File: src/rtl/bs_job_arbiter.sv
// ---------------------------------------------------------------------------
// bs_job_arbiter
//
// Shares one Black-Scholes pricing engine among NREQ requesters. Requesters
// are granted round-robin, one job at a time. The granted job's operands are
// registered toward the engine, the engine is started with a one-cycle pulse,
// and its result is returned through a single valid/ready response port,
// tagged with the index of the requester that owns it.
//
// Optional feature: define BS_ARB_TIMEOUT_EN to enable a watchdog that
// aborts a job after TIMEOUT cycles in WAIT (rsp_err=1, rsp_price=0).
// Without it, WAIT lasts until eng_done and rsp_err is tied 0.
//
// Parameters
//   WIDTH    operand/result width (Q16.16 signed)
//   NREQ     number of requesters (2..16)
//   TIMEOUT  watchdog limit in WAIT cycles (BS_ARB_TIMEOUT_EN only)
//   IDW      derived, width of rsp_id
//
// Ports
//   clk, reset                     clock, async active-high reset
//   req_valid / req_ready          per-requester job handshake
//   req_S0..req_r, req_otype       flattened requester operands
//   eng_start                      one-cycle engine start pulse
//   eng_S0..eng_r, eng_otype       registered operands to engine
//   eng_price, eng_done            engine result and completion
//   rsp_valid / rsp_ready          response handshake
//   rsp_id, rsp_price, rsp_err     response payload
//
// States
//   state  | meaning
//   IDLE   | no job; grant next valid requester, latch its operands
//   ISSUE  | pulse eng_start
//   WAIT   | wait for eng_done (first cycle ignores done)
//   RESP   | hold response until rsp_ready
// ---------------------------------------------------------------------------
module bs_job_arbiter #(
    parameter  int WIDTH   = 32,
    parameter  int NREQ    = 4,
    parameter  int TIMEOUT = 4096,
    localparam int IDW     = $clog2(NREQ)
) (
    input  logic                  clk,
    input  logic                  reset,
    input  logic [NREQ-1:0]       req_valid,
    output logic [NREQ-1:0]       req_ready,
    input  logic [NREQ*WIDTH-1:0] req_S0,
    input  logic [NREQ*WIDTH-1:0] req_K,
    input  logic [NREQ*WIDTH-1:0] req_T,
    input  logic [NREQ*WIDTH-1:0] req_sigma,
    input  logic [NREQ*WIDTH-1:0] req_r,
    input  logic [NREQ-1:0]       req_otype,
    output logic                  eng_start,
    output logic [WIDTH-1:0]      eng_S0,
    output logic [WIDTH-1:0]      eng_K,
    output logic [WIDTH-1:0]      eng_T,
    output logic [WIDTH-1:0]      eng_sigma,
    output logic [WIDTH-1:0]      eng_r,
    output logic                  eng_otype,
    input  logic [WIDTH-1:0]      eng_price,
    input  logic                  eng_done,
    output logic                  rsp_valid,
    input  logic                  rsp_ready,
    output logic [IDW-1:0]        rsp_id,
    output logic [WIDTH-1:0]      rsp_price,
    output logic                  rsp_err
);

    if (NREQ < 2 || NREQ > 16 || TIMEOUT < 1) begin : g_param_check
        $error("bs_job_arbiter: NREQ must be 2..16 and TIMEOUT at least 1");
    end

    typedef enum logic [1:0] {
        S_IDLE  = 2'd0,
        S_ISSUE = 2'd1,
        S_WAIT  = 2'd2,
        S_RESP  = 2'd3
    } state_t;

    state_t           state_q, state_d;
    logic [IDW-1:0]   last_q;
    logic [IDW-1:0]   gid_q;
    logic             first_q;
    logic [WIDTH-1:0] s0_q, k_q, t_q, sigma_q, r_q;
    logic             otype_q;
    logic [WIDTH-1:0] price_q;
    logic             err_q;

    logic             any_valid;
    logic [IDW-1:0]   gnt_idx;
    logic             grant_en;
    logic             cap_en;
    logic             abort_en;
    logic [WIDTH-1:0] sel_s0, sel_k, sel_t, sel_sigma, sel_r;
    logic             sel_otype;

    // Rotating priority search starting just after the last grant.
    always_comb begin
        int idx;
        any_valid = 1'b0;
        gnt_idx   = '0;
        idx       = 0;
        for (int k = 1; k <= NREQ; k++) begin
            idx = int'(last_q) + k;
            if (idx >= NREQ) idx = idx - NREQ;
            if (!any_valid && req_valid[IDW'(idx)]) begin
                any_valid = 1'b1;
                gnt_idx   = IDW'(idx);
            end
        end
    end

    // Operand mux for the granted requester (constant slices after unroll).
    always_comb begin
        sel_s0    = '0;
        sel_k     = '0;
        sel_t     = '0;
        sel_sigma = '0;
        sel_r     = '0;
        sel_otype = 1'b0;
        for (int i = 0; i < NREQ; i++) begin
            if (gnt_idx == IDW'(i)) begin
                sel_s0    = req_S0[i*WIDTH +: WIDTH];
                sel_k     = req_K[i*WIDTH +: WIDTH];
                sel_t     = req_T[i*WIDTH +: WIDTH];
                sel_sigma = req_sigma[i*WIDTH +: WIDTH];
                sel_r     = req_r[i*WIDTH +: WIDTH];
                sel_otype = req_otype[i];
            end
        end
    end

`ifdef BS_ARB_TIMEOUT_EN
    localparam int CW = $clog2(TIMEOUT + 1);
    logic [CW-1:0] cnt_q;

    always_ff @(posedge clk or posedge reset) begin
        if (reset) begin
            cnt_q <= '0;
        end else if (state_q == S_ISSUE) begin
            cnt_q <= '0;
        end else if (state_q == S_WAIT) begin
            cnt_q <= cnt_q + 1'b1;
        end
    end

    logic timeout_hit;
    assign timeout_hit = (cnt_q == CW'(TIMEOUT - 1));
`else
    logic timeout_hit;
    assign timeout_hit = 1'b0;
`endif

    always_comb begin
        state_d   = state_q;
        req_ready = '0;
        grant_en  = 1'b0;
        cap_en    = 1'b0;
        abort_en  = 1'b0;
        case (state_q)
            S_IDLE: begin
                if (any_valid) begin
                    req_ready[gnt_idx] = 1'b1;
                    grant_en           = 1'b1;
                    state_d            = S_ISSUE;
                end
            end
            S_ISSUE: state_d = S_WAIT;
            S_WAIT: begin
                // first_q masks a done level left over from the previous job
                if (!first_q && eng_done) begin
                    cap_en  = 1'b1;
                    state_d = S_RESP;
                end else if (timeout_hit) begin
                    abort_en = 1'b1;
                    state_d  = S_RESP;
                end
            end
            S_RESP: begin
                if (rsp_ready) state_d = S_IDLE;
            end
            default: state_d = S_IDLE;
        endcase
    end

    always_ff @(posedge clk or posedge reset) begin
        if (reset) begin
            state_q <= S_IDLE;
            last_q  <= IDW'(NREQ - 1);
            gid_q   <= '0;
            first_q <= 1'b0;
            s0_q    <= '0;
            k_q     <= '0;
            t_q     <= '0;
            sigma_q <= '0;
            r_q     <= '0;
            otype_q <= 1'b0;
            price_q <= '0;
            err_q   <= 1'b0;
        end else begin
            state_q <= state_d;
            first_q <= (state_q == S_ISSUE);
            if (grant_en) begin
                last_q  <= gnt_idx;
                gid_q   <= gnt_idx;
                s0_q    <= sel_s0;
                k_q     <= sel_k;
                t_q     <= sel_t;
                sigma_q <= sel_sigma;
                r_q     <= sel_r;
                otype_q <= sel_otype;
            end
            if (cap_en) begin
                price_q <= eng_price;
                err_q   <= 1'b0;
            end else if (abort_en) begin
                price_q <= '0;
                err_q   <= 1'b1;
            end
        end
    end

    assign eng_start = (state_q == S_ISSUE);
    assign eng_S0    = s0_q;
    assign eng_K     = k_q;
    assign eng_T     = t_q;
    assign eng_sigma = sigma_q;
    assign eng_r     = r_q;
    assign eng_otype = otype_q;
    assign rsp_valid = (state_q == S_RESP);
    assign rsp_id    = gid_q;
    assign rsp_price = price_q;
    assign rsp_err   = err_q;

endmodule

File: config.mk
export PLATFORM = sky130hd
export DESIGN_NAME = bs_job_arbiter
export DESIGN_NICKNAME = d
export VERILOG_FILES = /design/src/rtl/bs_job_arbiter.sv
export SDC_FILE = /design/constraint.sdc
export NUM_CORES = 1
export LEC_CHECK = 0
export CORE_AREA = 2 2 340 342
export DETAILED_ROUTE_END_ITERATION = 6
export DIE_AREA = 0 0 342 344
export SLEW_MARGIN = 20
export SYNTH_ARGS = -nofsm -noshare
export SYNTH_HDL_FRONTEND = slang
export SYNTH_SLANG_ARGS = --single-unit
File: constraint.sdc
create_clock -name clk -period 19.85 [get_ports clk]
set_clock_uncertainty 0.15 [all_clocks]
set_input_delay 2.9775 -clock clk [delete_from_list [all_inputs] [get_ports clk]]
set_output_delay 2.9775 -clock clk [all_outputs]
set_load 0.005 [all_outputs]
=== Word level (Yosys, flattened, before mapping) ===
Cells that the tools add are included.

* Add/sub/neg operators: 8
* $mul: 0
* Divide/modulo/power cells: 0
* $lt $le $gt $ge: 10
* Equal/unequal tests: 9
* Shift operators: 0
* Multiplexer cells: 62
* Bitwise logic cells: 0
* Reductions and logical operators: 12

{| class="wikitable"
|+ Operator list
! kind !! number
|-
| two-way mux 32 bit || 21
|-
| two-way mux 1 bit || 22
|-
| two-way mux 2 bit || 11
|-
| < comparator 2 x 4 -> 1 bit (second input constant) || 4
|-
| greater-or-equal comparator 3 bit (second input constant) || 3
|-
| binary-select mux 1 bit (select 2 bit) || 4
|-
| equality test 2 bit (second input constant) || 4
|-
| two-way mux 4 bit || 2
|-
| one-hot mux 2 bit (4 select lines) || 1
|-
| subtractor 2 x 1 -> 2 bit (second input constant) || 4
|-
| adder 2 x 2 -> 3 bit (second input constant) || 2
|-
| logical AND 1 bit || 5
|-
| adder 2 x 3 -> 4 bit (second input constant) || 1
|-
| equality test 2 x 1 -> 1 bit (second input constant) || 2
|-
| greater-or-equal comparator 4 x 3 -> 1 bit (second input constant) || 1
|-
| logical NOT 1 bit || 4
|-
| logical NOT 2 bit || 2
|-
| != test 2 bit (second input constant) || 2
|-
| adder 2 x 1 -> 3 bit (second input constant) || 1
|-
| < comparator 2 x 3 -> 1 bit (second input constant) || 1
|-
| AND reduction 3 bit || 1
|-
| demux 1 bit (select 2 bit) || 1
|-
| greater-or-equal comparator 2 x 1 -> 1 bit (second input constant) || 1
|-
| != test 2 x 1 -> 1 bit (second input constant) || 1
|}

* Bits in registers: 201
* Bits in latches: 0
* RAM bits: 0
* Memory bits (read-only): 0
* Bits of input ports: 684
* Logic and storage cells: 113
* Memories kept: 0

=== Logic depth before layout (Yosys ltp) ===
* Word-level depth: 22
* Gate-level depth with buffers: 8
* Depth with buffers taken out: 5

=== Worst setup path after synthesis ===
Ideal clock, no wire load.

* Kind: input port to output port
* From: input port req_valid[2]
* To: output port req_ready[0]
* Arrival time: 4112 ps
* Required time: 16722 ps
* Setup slack: 12611 ps
* Stages: 6
* Cells stage by stage: nor4_1 > nor2b_1 > o21ai_0 > buf_2 > buf_1 > nor2_1

* Cells in the longest elaborated chain, start to end: 19
* Elaborated cells between the ends (all ways): 33

{| class="wikitable"
|+ RTL lines
! what !! line !! text
|-
| start: declaration || 45 || <nowiki>input logic [NREQ-1:0] req_valid,</nowiki>
|-
| binary-select mux 1 bit (select 2 bit) || 106 || <nowiki>if (!any_valid && req_valid[IDW'(idx)]) begin</nowiki>
|-
| two-way mux 1 bit (implied by the code) (2 in series) || 106 ||
|-
| two-way mux 1 bit || 106 ||
|-
| logical NOT 1 bit || 106 ||
|-
| logical AND 1 bit || 106 ||
|-
| two-way mux 1 bit || 106 ||
|-
| logical NOT 1 bit || 106 ||
|-
| logical AND 1 bit || 106 ||
|-
| (+2 left out) || n/a ||
|-
| logical AND 1 bit || 106 ||
|-
| two-way mux 2 bit || 106 ||
|-
| < comparator 2 x 3 -> 1 bit (implied by the code) or greater-or-equal comparator 2 x 1 -> 1 bit (tied branches) || 163 || <nowiki>req_ready[gnt_idx] = 1'b1;</nowiki>
|-
| logical AND 1 bit (implied by the code) || 163 ||
|-
| two-way mux 1 bit (implied by the code) || 163 ||
|-
| demux 1 bit (select 2 bit) || 163 ||
|-
| two-way mux 4 bit (*) || 162 || <nowiki>if (any_valid) begin</nowiki>
|-
| two-way mux 4 bit (*) || 160 || <nowiki>case (state_q)</nowiki>
|-
| end: declaration || 46 || <nowiki>output logic [NREQ-1:0] req_ready,</nowiki>
|}

Mark *: on every way between the ends. The rest lies on a longest branch, timed or not. The select of a mux whose other input is x is not followed.

=== Final worst setup path ===
* From: input port req_valid[3]
* To: output port req_ready[2]

The elaborated chain is that of the path after synthesis.

==> run_results.csv <==
group,metric,value,unit
routing,wl_per_cell,22.7,µm
clock_network,htreeDepth,4,
layout,seq_area,5010,µm²
floorplan,io_pins,886,
routing,finalWirelength,76400,µm
logic_synthesis,netlist_area,11400,µm²
worst_setup_path,slowest_stage,"buf_4",
clock_network,numCtsBuffers,17,
pwr,p_per_area,123,nW/µm²
routing,drt_pass1_iterations,5,
sta,worstMarginPinSlew,1030,ps
logic_synthesis,yosys-top-cells-area,"dfrtp_1 (43%), mux2i_1 (28%), o221ai_1 (12%)",
routing,num_vias,12000,
logic_synthesis,syn_inst,1016,
logic_synthesis,synth-compound-area-share,12.9,%
global_routing,first_global_vias,12400,
routing,via_per_inst,3.58,
pwr,p_leak,9.06,nW
logic_synthesis,synth_fa_ha_area_share,0.438,%
sta,slew_headroom,31.6,%
sta,setup-tns-final,0,ps
worst_setup_path,end_kind,"primary output",
clock_network,hold_buffers,0,
job,cap_violations,0,
placement,placed_area,21800,µm²
logic_synthesis,synth_simple_gate_area_share,6.40,%
logic_synthesis,yosysSeqAreaShare,43.8,%
worst_hold_path,hold_class,"flip-flop to flip-flop",
clock_network,cts_tree,"done",
run_status,status,"completed",
global_routing,grt_pass1_wl,99800,µm
layout,final_layout_size_suffix_gt1_share,4.80,%
placement,placed_cells,3335,
logic_synthesis,yosysTopAreaCell,"dfrtp_1",
placement,gp_congestion,0.839,
floorplan,die_w,342,µm
sta,drv_slew,0,
logic_synthesis,ys_seq_elements,200,
layout,area_growth,96.3,%
worst_setup_path,crit_required,16720,ps
floorplan,std_cell_rows,124,
layout,multi_input_area,5880,µm²
worst_setup_path,startpoint_type,"input pin",
logic_synthesis,synth_top_area_share,43.4,%
sta,finalSetupViolCount,0,
layout,diodes,0,
clock_network,path_clk_slew,90,ps
clock_network,cts_setup_buffers,0,
layout,final.fill_count,12500,
global_routing,grt_overflow,0,
sta,period_minus_slack,9320,ps
sta,grt_setup_unrepaired,"false",
clock_network,cts_resized,0,
global_routing,track_usage,12.3,%
layout,stdcell_area,22400,µm²
routing,final_antenna_net_count,0,
clock_network,clock_sinks,200,
worst_setup_path,critPathArrivalTime,6190,ps
worst_setup_path,critPathKind,"input pin to primary output",
worst_setup_path,cpPeakStageDelay,620,ps
sta,holdWs,328,ps
logic_synthesis,synth_nets,1704,
layout,layoutNonFillerInstCount,3367,
routing,post-route-drc-count,0,
placement,portBuffers,884,
logic_synthesis,synth_top_family_by_area,"multiplexers",
logic_synthesis,ys_types,29,
floorplan,coreArea,114000,µm²
clock_network,clock_path_buffers,2,
global_routing,grt_max_degree,117,
sta,hold_viol_final,0,
floorplan,start_util,10.0,%
floorplan,fp.dieH,344,µm
pwr,ir_worst_vdd,0.0752,mV
global_routing,grt_antenna_before_repair,26,
routing,detail_route.iter0.violations,561,
logic_synthesis,yosys.area_share.xor_xnor,0,%
layout,final_nets,2530,
worst_setup_path,cp_common_cell,"clkdlybuf4s50_1",
placement,hpwl,63100,µm
worst_setup_path,crit_path_cell_trace,"clkdlybuf4s50_1, nor4_1, nand2b_4, or3_4, buf_4, nor2_1, clkdlybuf4s50_1",
floorplan,dieArea,118000,µm²
logic_synthesis,postSynthAreaPerCell,11.2,µm²
worst_setup_path,crit_fanout,51,
sta,period_share,46.9,%
sta,fmax,107,MHz
logic_synthesis,yosys_warnings,0,
layout,post-route-util,19.7,%
clock_network,cts_root_buf,"clkbuf_16",
clock_network,worstSkewPairLatency,510,ps
logic_synthesis,synth.area.mux_share,31.4,%
-- sequential cells by signal (all words and copies together) (netlist names), 2 cells and up --
register and cells:
eng_K 32, eng_S0 32, eng_T 32, eng_r 32, eng_sigma 32, last_q 2
rsp_id 2, rsp_price 32, state_q 2
-- critical path, delay by kind of cell --
family	cells	cell delay, ps
buffers and inverters	3	1580
and+or+nand+nor	4	1580
-- routing by layer --
metal  wire [µm]  up-vias  global-route usage [%]
met5          78        -                       0
met4        1530       12                    3.23
met3        7370       83                    4.92
met2       38400      600                    21.7
met1       28900     5838                    13.8
li1            -     5509                       -
-- cells by family after synthesis --
logic type | after synthesis
buffers and inverters | 99
other | 1
DFF | 200
adders and majority gates | 4
muxes | 354
AOI/OAI and AO/OA | 173
and+or+nand+nor | 185
-- stage by stage --
step	worst slack [ps]	power [W]
after global placement	10510	0.00238
after CTS	10400	0.00283
final	10530	0.00276
after detailed placement	10400	0.00240
after global routing	10300	0.00295
after floorplan	11270	0.00151
-- layout make-up --
class | count | share of cell area (%)
clock inverter | 15 | 0.904
tap | 1512 | 8.44
multi-input combinational | 717 | 26.2
inverter | 5 | 0.117
clock buffer | 17 | 1.90
timing repair buffer | 901 | 40.1
sequential | 200 | 22.3
-- Yosys cell counts --
master	n
a21oi_1	2
dfstp_2	2
mux2i_1	322
nor2b_1	3
nor2_1	8
nand2b_1	4
o21ai_1	1
buf_1	3
and3_1	1
nand3b_1	1
mux2_2	32
o221ai_1	161
nand2_1	164
ha_1	4
a21o_1	1
conb_1	1
inv_1	5
or3_4	1
nand3_1	1
buf_6	13
buf_2	48
o22ai_1	1
a222oi_1	1
dfrtp_1	198
buf_4	11
o21ai_0	6
nor3_1	1
clkbuf_1	19
nor4_1	1
-- path summary, 6_finish.rpt --
path                                       startpoint                     to  slack [ps]  cells after the start
worst min-delay path            rsp_id[1]$_DFFE_PP0P_  rsp_id[1]$_DFFE_PP0P_         330                      2
worst min register to register  rsp_id[1]$_DFFE_PP0P_  rsp_id[1]$_DFFE_PP0P_         330                      2
worst max-delay path                     req_valid[3]           req_ready[2]       10530                      7
max in group asynchronous                       reset  eng_S0[6]$_DFFE_PP0P_       14970                      4
min in group asynchronous                       reset  eng_T[13]$_DFFE_PP0P_        2710                      2
worst max register to register  last_q[0]$_DFFE_PP1P_  eng_T[19]$_DFFE_PP0P_       15140                      8
-- layout by cell type, fill, tap and decap left out, types with 2 or more instances in the layout --
| cell | netlist | final |
|---|---|---|
| o221ai_1 | 161 | 161 |
| inv_6 | 0 | 2 |
| dfrtp_1 | 198 | 198 |
| nor2_1 | 8 | 8 |
| bufinv_16 | 0 | 2 |
| buf_4 | 11 | 16 |
| mux2_2 | 32 | 32 |
| inv_1 | 5 | 4 |
| dfstp_2 | 2 | 2 |
| clkinvlp_4 | 0 | 2 |
| o21ai_0 | 6 | 5 |
| clkinv_8 | 0 | 3 |
| clkbuf_16 | 0 | 17 |
| nand2_1 | 164 | 164 |
| a21oi_1 | 2 | 2 |
| nand2b_1 | 4 | 3 |
| clkdlybuf4s50_1 | 0 | 884 |
| ha_1 | 4 | 4 |
| nor2b_1 | 3 | 3 |
| inv_8 | 0 | 6 |
| mux2i_1 | 322 | 321 |
-- power breakdown --
group          internal [W]  switching, W
registers          0.000618      0.000127
logic              0.000824      0.000781
clock network      0.000194      0.000212
No activity file was read; power rests on OpenSTA's default activity.
